$ cat config.mk
export PLATFORM = sky130hd
export DESIGN_NAME = control_cursor
export DESIGN_NICKNAME = d
export VERILOG_FILES = /design/src/rtl/control_cursor.sv
export SDC_FILE = /design/constraint.sdc
export NUM_CORES = 1
export LEC_CHECK = 0
export CORE_AREA = 2 2 128 130
export DETAILED_ROUTE_END_ITERATION = 10
export DIE_AREA = 0 0 130 132
export SKIP_LAST_GASP = 1
export SLEW_MARGIN = 5
export SYNTH_ARGS = -nofsm -noshare
export SYNTH_HDL_FRONTEND = slang
export SYNTH_SLANG_ARGS = --single-unit
$ cat constraint.sdc
create_clock -name clk -period 4.4 [get_ports clk]
set_input_delay 0.88 -clock clk [delete_from_list [all_inputs] [get_ports clk]]
set_output_delay 0.88 -clock clk [all_outputs]
set_load 0.005 [all_outputs]
$ cat src/rtl/control_cursor.sv
// -----------------------------------------------------------------------------
// control_cursor
// Turns five raw push-buttons into a debounced cursor on a
// (GRID_MAX+1)x(GRID_MAX+1) board.
// SELECT offers the current cell to the game-logic stage over a valid/ack
// handshake. The cursor stays frozen until that stage accepts the move.
//
// Ports
//   clk            system clock, rising edge
//   rst_n          asynchronous active-low reset
//   habilitar      1 = press events accepted, 0 = press events discarded
//   btn_up/down/left/right/sel  raw active-high buttons, asynchronous to clk
//   valorX/valorY  current cursor column/row (registered)
//   jugada_x/y     cell captured at select, stable while jugada_valid=1
//   jugada_valid   move offered to game logic
//   jugada_ack     game logic accepts the offered move
// -----------------------------------------------------------------------------
module control_cursor #(
    parameter int unsigned DEBOUNCE_CYCLES = 250000,
    parameter int unsigned CNT_W           = 18,
    parameter int unsigned GRID_MAX        = 2
) (
    input  logic       clk,
    input  logic       rst_n,
    input  logic       habilitar,
    input  logic       btn_up,
    input  logic       btn_down,
    input  logic       btn_left,
    input  logic       btn_right,
    input  logic       btn_sel,
    output logic [2:0] valorX,
    output logic [2:0] valorY,
    output logic [2:0] jugada_x,
    output logic [2:0] jugada_y,
    output logic       jugada_valid,
    input  logic       jugada_ack
);

    localparam int unsigned NBTN  = 5;
    localparam int unsigned B_UP    = 0;
    localparam int unsigned B_DOWN  = 1;
    localparam int unsigned B_LEFT  = 2;
    localparam int unsigned B_RIGHT = 3;
    localparam int unsigned B_SEL   = 4;

    localparam logic [2:0]       GMAX     = 3'(GRID_MAX);
    localparam logic [CNT_W-1:0] CNT_LAST = CNT_W'(DEBOUNCE_CYCLES - 1);

    typedef enum logic [0:0] {
        MOVER      = 1'b0,
        ESPERA_ACK = 1'b1
    } state_t;

    // Step forward with wrap; anything at or above GRID_MAX folds back to 0.
    function automatic logic [2:0] wrap_inc(input logic [2:0] v);
        logic [2:0] r;
        if (v >= GMAX) begin
            r = 3'd0;
        end else begin
            r = v + 3'd1;
        end
        return r;
    endfunction

    // Step backward with wrap; 0 (or an illegal value) goes to GRID_MAX.
    function automatic logic [2:0] wrap_dec(input logic [2:0] v);
        logic [2:0] r;
        if ((v == 3'd0) || (v > GMAX)) begin
            r = GMAX;
        end else begin
            r = v - 3'd1;
        end
        return r;
    endfunction

    logic [NBTN-1:0]  raw_s;
    logic [NBTN-1:0]  sync1_q;
    logic [NBTN-1:0]  sync2_q;
    logic [NBTN-1:0]  stable_q;
    logic [NBTN-1:0]  stable_d;
    logic [NBTN-1:0]  stable_dly_q;
    logic [CNT_W-1:0] cnt_q [NBTN];
    logic [CNT_W-1:0] cnt_d [NBTN];
    logic [NBTN-1:0]  press_s;

    state_t     state_q, state_d;
    logic [2:0] x_q, x_d;
    logic [2:0] y_q, y_d;
    logic [2:0] jx_q, jx_d;
    logic [2:0] jy_q, jy_d;
    logic       valid_q, valid_d;

    assign raw_s = {btn_sel, btn_right, btn_left, btn_down, btn_up};

    // Two-flop synchroniser for the asynchronous button inputs.
    always_ff @(posedge clk or negedge rst_n) begin
        if (!rst_n) begin
            sync1_q <= '0;
            sync2_q <= '0;
        end else begin
            sync1_q <= raw_s;
            sync2_q <= sync1_q;
        end
    end

    // Debounce: a new level is accepted on its DEBOUNCE_CYCLES-th consecutive differing sample.
    always_comb begin
        stable_d = stable_q;
        for (int i = 0; i < NBTN; i++) begin
            cnt_d[i] = cnt_q[i];
            if (sync2_q[i] == stable_q[i]) begin
                cnt_d[i] = '0;
            end else if (cnt_q[i] == CNT_LAST) begin
                stable_d[i] = sync2_q[i];
                cnt_d[i]    = '0;
            end else begin
                cnt_d[i] = cnt_q[i] + CNT_W'(1);
            end
        end
    end

    // Debounce state: counters, accepted levels and a one-cycle delayed copy for edge detection.
    always_ff @(posedge clk or negedge rst_n) begin
        if (!rst_n) begin
            for (int i = 0; i < NBTN; i++) begin
                cnt_q[i] <= '0;
            end
            stable_q     <= '0;
            stable_dly_q <= '0;
        end else begin
            for (int i = 0; i < NBTN; i++) begin
                cnt_q[i] <= cnt_d[i];
            end
            stable_q     <= stable_d;
            stable_dly_q <= stable_q;
        end
    end

    // Press pulse on a 0->1 of the debounced level; dropped (not queued) while disabled.
    assign press_s = stable_q & ~stable_dly_q & {NBTN{habilitar}};

    // Cursor FSM: next state, cursor movement and move capture.
    always_comb begin
        state_d = state_q;
        x_d     = x_q;
        y_d     = y_q;
        jx_d    = jx_q;
        jy_d    = jy_q;
        valid_d = valid_q;
        case (state_q)
            MOVER: begin
                if (press_s[B_SEL]) begin
                    // Capture uses the pre-move cursor; moves in the same cycle are dropped.
                    jx_d    = x_q;
                    jy_d    = y_q;
                    valid_d = 1'b1;
                    state_d = ESPERA_ACK;
                end else begin
                    // Opposite directions in the same cycle cancel each other.
                    if (press_s[B_UP] && !press_s[B_DOWN]) begin
                        y_d = wrap_dec(y_q);
                    end else if (press_s[B_DOWN] && !press_s[B_UP]) begin
                        y_d = wrap_inc(y_q);
                    end else begin
                        y_d = y_q;
                    end
                    if (press_s[B_LEFT] && !press_s[B_RIGHT]) begin
                        x_d = wrap_dec(x_q);
                    end else if (press_s[B_RIGHT] && !press_s[B_LEFT]) begin
                        x_d = wrap_inc(x_q);
                    end else begin
                        x_d = x_q;
                    end
                end
            end
            ESPERA_ACK: begin
                if (jugada_ack && valid_q) begin
                    valid_d = 1'b0;
                    state_d = MOVER;
                end else begin
                    valid_d = valid_q;
                    state_d = ESPERA_ACK;
                end
            end
            default: begin
                valid_d = 1'b0;
                state_d = MOVER;
            end
        endcase
    end

    // Cursor FSM registers; reset puts the cursor in the centre and aborts any pending move.
    always_ff @(posedge clk or negedge rst_n) begin
        if (!rst_n) begin
            state_q <= MOVER;
            x_q     <= 3'd1;
            y_q     <= 3'd1;
            jx_q    <= 3'd0;
            jy_q    <= 3'd0;
            valid_q <= 1'b0;
        end else begin
            state_q <= state_d;
            x_q     <= x_d;
            y_q     <= y_d;
            jx_q    <= jx_d;
            jy_q    <= jy_d;
            valid_q <= valid_d;
        end
    end

    assign valorX       = x_q;
    assign valorY       = y_q;
    assign jugada_x     = jx_q;
    assign jugada_y     = jy_q;
    assign jugada_valid = valid_q;

endmodule

* Word level (Yosys, flattened, before mapping)
Index checks and enable logic that the tools add are counted.
** Cells by class
- Add/sub/neg operators :: 9
- Order comparisons :: 4
- Eq/ne operators :: 12
- Muxes and demuxes :: 24
- Bitwise operators :: 10
- Reduce and logical (&&, ||, !) cells :: 24
** Operators with widths (count)
- 2-to-1 mux 18 bit :: 10
- adder 18 x 1 -> 18 bit (second input constant) :: 5
- equality test 18 bit (second input constant) :: 5
- 2-to-1 mux 3 bit :: 8
- AND reduction 2 bit :: 7
- bitwise AND 5 bit :: 2
- inverter 1 bit :: 7
- adder 3 x 1 -> 3 bit (second input constant) :: 2
- greater-or-equal comparator 3 x 2 -> 1 bit (second input constant) :: 2
- greater-than comparator 3 x 2 -> 1 bit (second input constant) :: 2
- logical NOT 3 bit :: 2
- AND reduction 3 bit :: 2
- subtractor 3 x 1 -> 3 bit (second input constant) :: 2
- equality test 1 bit :: 5
- logical AND 1 bit :: 5
- inverter 5 bit :: 1
- logical NOT 1 bit :: 4
- 2-to-1 mux 1 bit :: 4
- one-hot mux 1 bit (2 select lines) :: 2
- nonzero test 2 bit :: 2
- logical OR 1 bit :: 2
- != test 2 x 1 -> 1 bit (second input constant) :: 1
- != test 2 bit (second input constant) :: 1
** Word-level totals
- Register bits after elaboration :: 124
- Output and inout port bits :: 13
- Word-level logic and storage cells :: 102

* Logic depth before layout (Yosys ltp)
Gate-level depths: netlist of run 1.
- Depth after elaboration :: 7
- Gate-level depth with buffers :: 7
- Mapped depth without buffers :: 7

* Least setup slack after synthesis of run 1
Ideal clock, no wire load.
- Path kind :: input-to-reg
- Start point :: input port habilitar
- End point :: register x_q[0] (netlist: valorX[0])
- Setup time :: 0.082 ns
- Data arrival time :: 2.061 ns
- Data required time :: 4.318 ns
- Path slack :: 2.257 ns
- Cell stages on the path :: 4
- Buffers on the path :: 0
- Path through :: and3b_1 -> ha_1 -> nor3_1 -> mux2_2
** On the way
- Longest elaborated chain between the ends :: 5
** RTL lines
- start: declaration :: line 25 : input logic habilitar,
- bitwise AND 5 bit (*) :: line 140 : assign press_s = stable_q & ~stable_dly_q & {NBTN{habilitar}};
- logical NOT 1 bit, on equally long branches :: line 167, 169
- logical AND 1 bit, on equally long branches :: line 167, 169
- nonzero test 2 bit (no source line)
- AND reduction 3 bit (no source line)
- end signal: assignment :: line 196 : x_q <= 3'd1;
- end signal: assignment :: line 203 : x_q <= x_d;
- end: declaration :: line 87 : logic [2:0] x_q, x_d;
Every way passes the cells marked *; elsewhere a longest branch is shown, timed or not.
A chain may end at the register's enable or synchronous reset.

* Final worst setup path of run 1
- Start point :: register x_q[0] (netlist: valorX[0])
- End point :: output port valorX[0]
** RTL lines
- end: declaration :: line 31 : output logic [2:0] valorX,
No word-level cell between the ends.

==> results.ini, run 1 <==
[run_status]
status = finished, final reports clean

[logic_synthesis]
synth_xor_area_share_pct = 9.85
synth_seq_area_share_pct = 52.9
postSynthNetCount = 592
synth_top_family_by_area = simple AND/OR/NAND/NOR gates
syn_inst = 568
synth_area_per_cell_um2 = 10.3
syn-cell-area_um2 = 5870
ys.flop_type = dfrtp_1
synth_edf_count = 0
yosysWarningCount = 0
ys_ff_latch = 124
synth_compound_area_share_pct = 6.21
yosys.area_share.adder_pct = 3.20
yosys.cell_types.count = 46
muxShareOfSynthArea_pct = 2.50
synthArstFlopShare_pct = 100
synthSimpleGateAreaFrac_pct = 23.1

[detailed_routing]
wl_met2_um = 5210
dr_total_vias = 4276
top_layer = met4
wl_met3_um = 522
ant_nets = 0
drc_errors = 0
met1_length_um = 5250
first_pass_iters = 4
drt-total-wl_um = 11100
viasPerCell = 5.13
wire_per_inst_um = 13.4
first_iter_violations = 269

[placement]
gp_congestion = 0.805
portBuffers = 21
hpwl_um = 7610
place_ws_ps = 1610

[critical_path]
path_buf_inv = 1
cp_data_arrival_time_ps = 1550
cp.required_ps = 3520
critPathSlowestCell = dfstp_2
path_cells = clkdlybuf4s50_1
path_max_fanout = 6
cp_top_family = flip-flops
criticalPathCategory = reg2out
startpoint_type = register
end_kind = output port
slowest_delay_ps = 570

[final_layout]
antenna_cells = 0
layout.nets = 628
synthToLayoutAreaGrowth_pct = 18.2
multiInputGateArea_um2 = 2630
fill_cells = 1458
final_cell_mix = 122 x dfrtp_1, 97 x nor2_1, 43 x xnor2_1
final_common_cell = dfrtp_1
final_core_util_pct = 44.1
regArea_um2 = 3110
drive_above_1_share_pct = 10.5

[run]
drv_cap = 0

[floorplan]
die_y_um = 132
initial_utilization_pct = 37.3
rows = 46
core_area_um2 = 15700
ios = 22
die_x_um = 130
die_area_um2 = 17200

[clock_tree]
cts.sinks = 124
cts_root_buffer = clkbuf_16
clkSlewWorstSetupHoldPaths_ps = 60
cts_resized = 0
clk_latency_ps = 420
cts_buffers = 17
cts_tree = done
hold_buffers = 0
clockBufferDepth = 2
htreeDepth = 4
post-cts-setup-buffer-count = 0

[global_routing]
grt_max_degree = 66
grt_pass1_wl_um = 19300
grt_pass1_vias = 4110
grtUsageTotal_pct = 14.0
grt_overflow_total = 0
antenna_found_initial = 0

[sta]
fin_ws_ps = 1970
slew_headroom_pct = 37.8
holdWs_ps = 345
fin_crit_sh_pct = 55.2
rsz0062_at_grt = no
setup_violations = 0
tightest_slew_ps = 923
period_needed_ps = 2430
slew_violations = 0
finalHoldViolCount = 0
fmax_mhz = 412
finalSetupTns_ps = 0
worst_clock_skew_ps = 7.79

[power]
ir_worst_vdd_v = 0.000255
cellPowerDensity_nw_per_um2 = 376
leakagePower_nw = 2.79

[min_path]
hold_class = reg2reg

==> power breakdown <==
part	switching, mW	internal, mW
combinational	0.0490	0.0232
sequential	0.0131	1.16
clock	0.474	0.890
total	0.536	2.07
==> final cells by class <==
type / instances / share of cell area, %
Sequential cell: 124 / 44.8
Multi-Input combinational cell: 412 / 38.0
Clock buffer: 25 / 7.15
Tap cell: 216 / 3.90
Timing Repair Buffer: 25 / 3.61
Inverter: 24 / 1.30
Clock inverter: 7 / 1.28
==> cells by family after synthesis <==
| family | after synthesis |
|---|---|
| flip-flops | 124 |
| adder cells (fa/ha/maj) | 15 |
| XOR/XNOR | 66 |
| AND/OR/NAND/NOR | 265 |
| multiplexers | 13 |
| buffers and inverters | 32 |
| AO/OA/AOI/OAI | 53 |
==> state kept, by name, summed over array words and instances, names as in the netlist <==
register and flops:
sync2_q 5, valorX 3, sync1_q 5, state_q 1, jugada_x 3, stable_dly_q 5
jugada_y 3, stable_q 5, valorY 3, cnt_q 90, jugada_valid 1
==> stage by stage <==
stage	instances	area [µm²]	power, mW
finish	833	6930	2.61
global route	833	6930	2.71
CTS	833	6930	2.65
detailed placement	801	6340	1.27
global placement	801	6340	1.26
floorplan	568	5870	1.22
==> synth_stat cells (3+ instances only) <==
| cell | instances | area [µm²] |
|---|---|---|
| o21ai_0 | 6 | 30.0 |
| a31oi_1 | 4 | 25.0 |
| nand3_1 | 35 | 175 |
| nor3_1 | 18 | 90.1 |
| a21oi_1 | 22 | 110 |
| dfrtp_1 | 122 | 3050 |
| nand3b_1 | 4 | 30.0 |
| mux2_2 | 13 | 146 |
| nand2b_1 | 4 | 25.0 |
| ha_1 | 15 | 188 |
| nand4_1 | 23 | 144 |
| nor4_1 | 17 | 106 |
| o41ai_2 | 3 | 48.8 |
| buf_2 | 3 | 15.0 |
| clkbuf_1 | 4 | 15.0 |
| o31ai_1 | 7 | 52.6 |
| xnor2_1 | 43 | 377 |
| inv_1 | 24 | 90.1 |
| nor2_1 | 97 | 364 |
| nand2_1 | 28 | 105 |
| or4_1 | 10 | 75.1 |
| or3_1 | 4 | 25.0 |
| xor2_1 | 23 | 201 |
| a31o_2 | 3 | 26.3 |
| and4_1 | 5 | 43.8 |
==> final timing paths <==
path	startpoint	to	slack [ps]	cells after the start
setup / recovery	valorX[0]	valorX[0]	1970	1
hold / removal	sync1_q[4]	sync2_q[4]	340	0
setup reg to reg	cnt_q[10]	cnt_q[2]	2090	5
hold reg to reg	sync1_q[4]	sync2_q[4]	340	0
max in group asynchronous	rst_n	valorY[0]	2990	2
min in group asynchronous	rst_n	cnt_q[75]	560	1
==> per-layer routing <==
layer,GRT usage (%),up-vias
met1,18.2,2112
met5,0,-
li1,-,2071
met4,4.84,0
met2,21.3,79
met3,5.32,14
(Power assumes the default switching activity.)
==> inputs of run 2 (changes only) <==
- clock period: 4.4 -> 2.3 ns (I/O delays scaled with it)
==> run 2 against run 1 <==
  * Final cell count rose by 1.9%
  * Hold slack gained 7.2 ps
  * Non-clock buffer count grew 16
  * Critical path type is now reg2reg
  * Largest power group unchanged
  * Routed wire length rose by 1.0%
  * Sequential cell count stayed put
  * Sequential share of layout area is 1.2 points lower
  * Sequential power increased by 91%
  * First-iteration DRC count increased by 7.8%
==> results.ini, run 2 (same netlist as run 1, synthesis figures left out) <==
[run_status]
status = finished, final reports clean

[global_routing]
grt_overflow_total = 0
grtUsageTotal_pct = 14.3
antenna_found_initial = 0
grt_pass1_wl_um = 19600
grt_max_degree = 38
grt_pass1_vias = 4150

[power]
power.total_mw = 5.32
ir_worst_vdd_v = 0.000518
cellPowerDensity_nw_per_um2 = 747
leakagePower_nw = 2.89

[placement]
hpwl_um = 7770
gp_congestion = 0.849
portBuffers = 21
place_ws_ps = 193

[detailed_routing]
first_pass_iters = 5
first_iter_violations = 290
dr_total_vias = 4195
ant_nets = 0
wire_per_inst_um = 13.2
drc_errors = 0
drt-total-wl_um = 11200
viasPerCell = 4.94

[floorplan]
rows = 46
initial_utilization_pct = 37.3
ios = 22
die_x_um = 130
die_y_um = 132
die_area_um2 = 17200
core_area_um2 = 15700

[critical_path]
cp_data_arrival_time_ps = 2360
path_buf_inv = 0
startpoint_type = register
slowest_delay_ps = 550
cp_top_family = simple AND/OR/NAND/NOR gates
criticalPathCategory = reg2reg
path_cells = or4b_1 > or4_4 > nor2_1 > mux2_2
end_kind = register
cp.required_ps = 2600
path_max_fanout = 7
critPathSlowestCell = or4_4

[sta]
rsz0062_at_grt = no
finalHoldViolCount = 0
period_needed_ps = 2070
setup_violations = 0
tightest_slew_ps = 711
finalSetupTns_ps = 0
slew_headroom_pct = 52.2
fin_ws_ps = 233
worst_clock_skew_ps = 9.99
fin_crit_sh_pct = 89.9
slew_violations = 0
holdWs_ps = 352
fmax_mhz = 484

[final_layout]
final_core_util_pct = 45.4
layout.nets = 644
final_common_cell = dfrtp_1
largest_reg_flops = 90
drive_above_1_share_pct = 12.8
regArea_um2 = 3110
regMostFlops = cnt_q
final_cell_mix = 122 x dfrtp_1, 97 x nor2_1, 43 x xnor2_1
antenna_cells = 0
fill_cells = 1483
multiInputGateArea_um2 = 2630
synthToLayoutAreaGrowth_pct = 21.6

[clock_tree]
clk_latency_ps = 420
cts_root_buffer = clkbuf_16
post-cts-setup-buffer-count = 0
cts_tree = done
clkSlewWorstSetupHoldPaths_ps = 60
htreeDepth = 4
cts.sinks = 124
clockBufferDepth = 2
cts_buffers = 17

[run]
drv_cap = 0

[min_path]
hold_class = reg2reg

run 2: cell count changes in the layout (fill, tap and decap cells not counted):
| cell | change |
|---|---|
| clkinv_2 | -2 |
| dlygate4sd3_1 | +1 |
| bufinv_16 | +3 |
| o21ai_2 | -1 |
| buf_4 | +14 |
| buf_12 | +1 |
| clkinv_4 | -1 |
| o21ai_1 | +1 |
| clkinvlp_4 | +4 |
| clkbuf_8 | -2 |
| clkbuf_1 | -2 |
run 2: final timing paths:
| check | start | to | slack, ps | depth (start not counted) |
|---|---|---|---|---|
| worst min-delay path | sync1_q[3] | sync2_q[3] | 350 | 0 |
| min in group asynchronous | rst_n | sync1_q[0] | 510 | 2 |
| worst max-delay path | cnt_q[76] | stable_q[0] | 230 | 4 |
| worst min register to register | sync1_q[3] | sync2_q[3] | 350 | 0 |
| worst max register to register | cnt_q[76] | stable_q[0] | 230 | 4 |
| max in group asynchronous | rst_n | cnt_q[60] | 1140 | 3 |
run 2: timing repair:
item	4_1_cts	5_1_grt
hold endpoints to repair	22	0
hold buffers	1	0
resized for setup	0	0
run 2: per-stage QoR:
stage / cell area [µm²] / std cells
detailed placement: 6470 / 816
global placement: 6470 / 816
CTS: 7130 / 849
floorplan: 5870 / 568
finish: 7130 / 849
global route: 7130 / 849
run 2: power breakdown:
group / switching, mW / internal [mW]
logic: 0.0967 / 0.0563
clock network: 0.957 / 1.97
registers: 0.0253 / 2.21
total: 1.08 / 4.24
run 2: layer usage:
| metal | routed length, µm | vias to the layer above | GRT usage, % |
|---|---|---|---|
| met5 | 0 | - | 0 |
| met4 | 147 | 0 | 4.96 |
| met3 | 458 | 16 | 5.52 |
| met2 | 5210 | 48 | 21.7 |
| met1 | 5420 | 2028 | 18.8 |
| li1 | - | 2103 | - |
run 2: cell type report:
class | instances | area share [%]
flip-flops and latches | 124 | 43.6
clock buffers | 21 | 6.46
repair buffers | 41 | 5.40
well taps | 216 | 3.79
clock inverters | 11 | 2.67
multi-input cells | 412 | 36.9
inverters | 24 | 1.26
==> inputs of run 3 (changes only) <==
- CAP_MARGIN: default -> 20
- PLACE_DENSITY: default -> 0.54
==> run 3 against run 2 <==
  * Hold slack lost 5.8 ps
  * Critical path depth is the same
  * Die area is the same
  * Global-route usage shrank 0.13 points
  * Highest routed layer unchanged
==> results.ini, run 3 (same netlist as run 1, synthesis figures left out) <==
[floorplan]
rows = 46
die_y_um = 132
ios = 22
initial_utilization_pct = 37.3
core_area_um2 = 15700
die_area_um2 = 17200
die_x_um = 130

[power]
cellPowerDensity_nw_per_um2 = 713
ir_worst_vdd_v = 0.000517
leakagePower_nw = 2.85

[sta]
rsz0062_at_grt = no
slew_headroom_pct = 54.2
fin_crit_sh_pct = 89.7
period_needed_ps = 2060
holdWs_ps = 346
finalSetupTns_ps = 0
slew_violations = 0
tightest_slew_ps = 681
finalHoldViolCount = 0
fmax_mhz = 485
setup_violations = 0
worst_clock_skew_ps = 9.12

[placement]
hpwl_um = 7680
dpl.cell_count = 814
portBuffers = 21
placed_cell_area_um2 = 6470
gp_congestion = 0.792

[clock_tree]
clkSlewWorstSetupHoldPaths_ps = 60
cts_buffers = 17
clk_latency_ps = 420
hold_buffers = 1
post-cts-setup-buffer-count = 0
clockBufferDepth = 2
cts_root_buffer = clkbuf_16
cts_resized = 0
cts_tree = done
htreeDepth = 4
cts.sinks = 124

[detailed_routing]
ant_nets = 0
dr_total_vias = 4203
drc_errors = 0
viasPerCell = 4.96
first_iter_violations = 194
wire_per_inst_um = 13.3
first_pass_iters = 4
drt-total-wl_um = 11300

[final_layout]
fill_cells = 1461
regMostFlops = cnt_q
layout.nets = 642
final_core_util_pct = 45.0
synthToLayoutAreaGrowth_pct = 20.6
largest_reg_flops = 90
stdcell_count = 847
finalInstanceArea_um2 = 7070
final_cell_mix = 122 x dfrtp_1, 97 x nor2_1, 43 x xnor2_1
drive_above_1_share_pct = 12.8
antenna_cells = 0
final_common_cell = dfrtp_1

[min_path]
hold_class = reg2reg

[global_routing]
grtUsageTotal_pct = 14.2
grt_pass1_wl_um = 19400
antenna_found_initial = 0
grt_overflow_total = 0
grt_pass1_vias = 4164
grt_max_degree = 71

[critical_path]
path_max_fanout = 5
end_kind = register
cp_data_arrival_time_ps = 2370
startpoint_type = register
cp.required_ps = 2600
criticalPathCategory = reg2reg

[run_status]
status = finished, final reports clean

[run]
drv_cap = 0

run 3: routing by layer:
| metal | GRT usage (%) | routed length (µm) |
|---|---|---|
| met1 | 17.7 | 5400 |
| met3 | 4.87 | 317 |
| met2 | 23.1 | 5450 |
| met4 | 4.48 | 119 |
| met5 | 0 | 0 |
run 3: final timing paths:
kind | start | to | slack, ps | cells after the start
hold reg to reg | sync1_q[0] | sync2_q[0] | 350 | 0
max in group asynchronous | rst_n | cnt_q[8] | 1230 | 3
hold / removal | sync1_q[0] | sync2_q[0] | 350 | 0
min in group asynchronous | rst_n | cnt_q[19] | 440 | 2
setup reg to reg | cnt_q[78] | stable_q[0] | 240 | 4
setup / recovery | cnt_q[78] | stable_q[0] | 240 | 4
run 3: layout make-up:
cell class | count | area [µm²] | share of cell area, %
Sequential cell | 124 | 3110 | 43.9
Clock inverter | 13 | 143 | 2.02
Multi-Input combinational cell | 412 | 2630 | 37.2
Tap cell | 216 | 270 | 3.82
Clock buffer | 19 | 453 | 6.40
Inverter | 24 | 90.1 | 1.27
Timing Repair Buffer | 39 | 383 | 5.41
run 3: stage by stage:
stage                     setup slack, ps  power [mW]
after CTS                             233        5.12
after global routing                  112        5.24
after detailed placement              166        2.43
final                                 237        5.04
after floorplan                       315        2.34
after global placement                170        2.43
run 3: worst max-delay path: stages, from the launching register on:
cell and delay, ps:
dfrtp_1 430, or4b_1 520, or4_4 540, nor2_1 120, mux2_2 340
run 3: report_power, final:
group | internal (mW) | total, mW | switching, mW
Sequential | 2.21 | 2.24 | 0.0265
Clock | 1.65 | 2.65 | 1.00
Combinational | 0.0565 | 0.152 | 0.0959
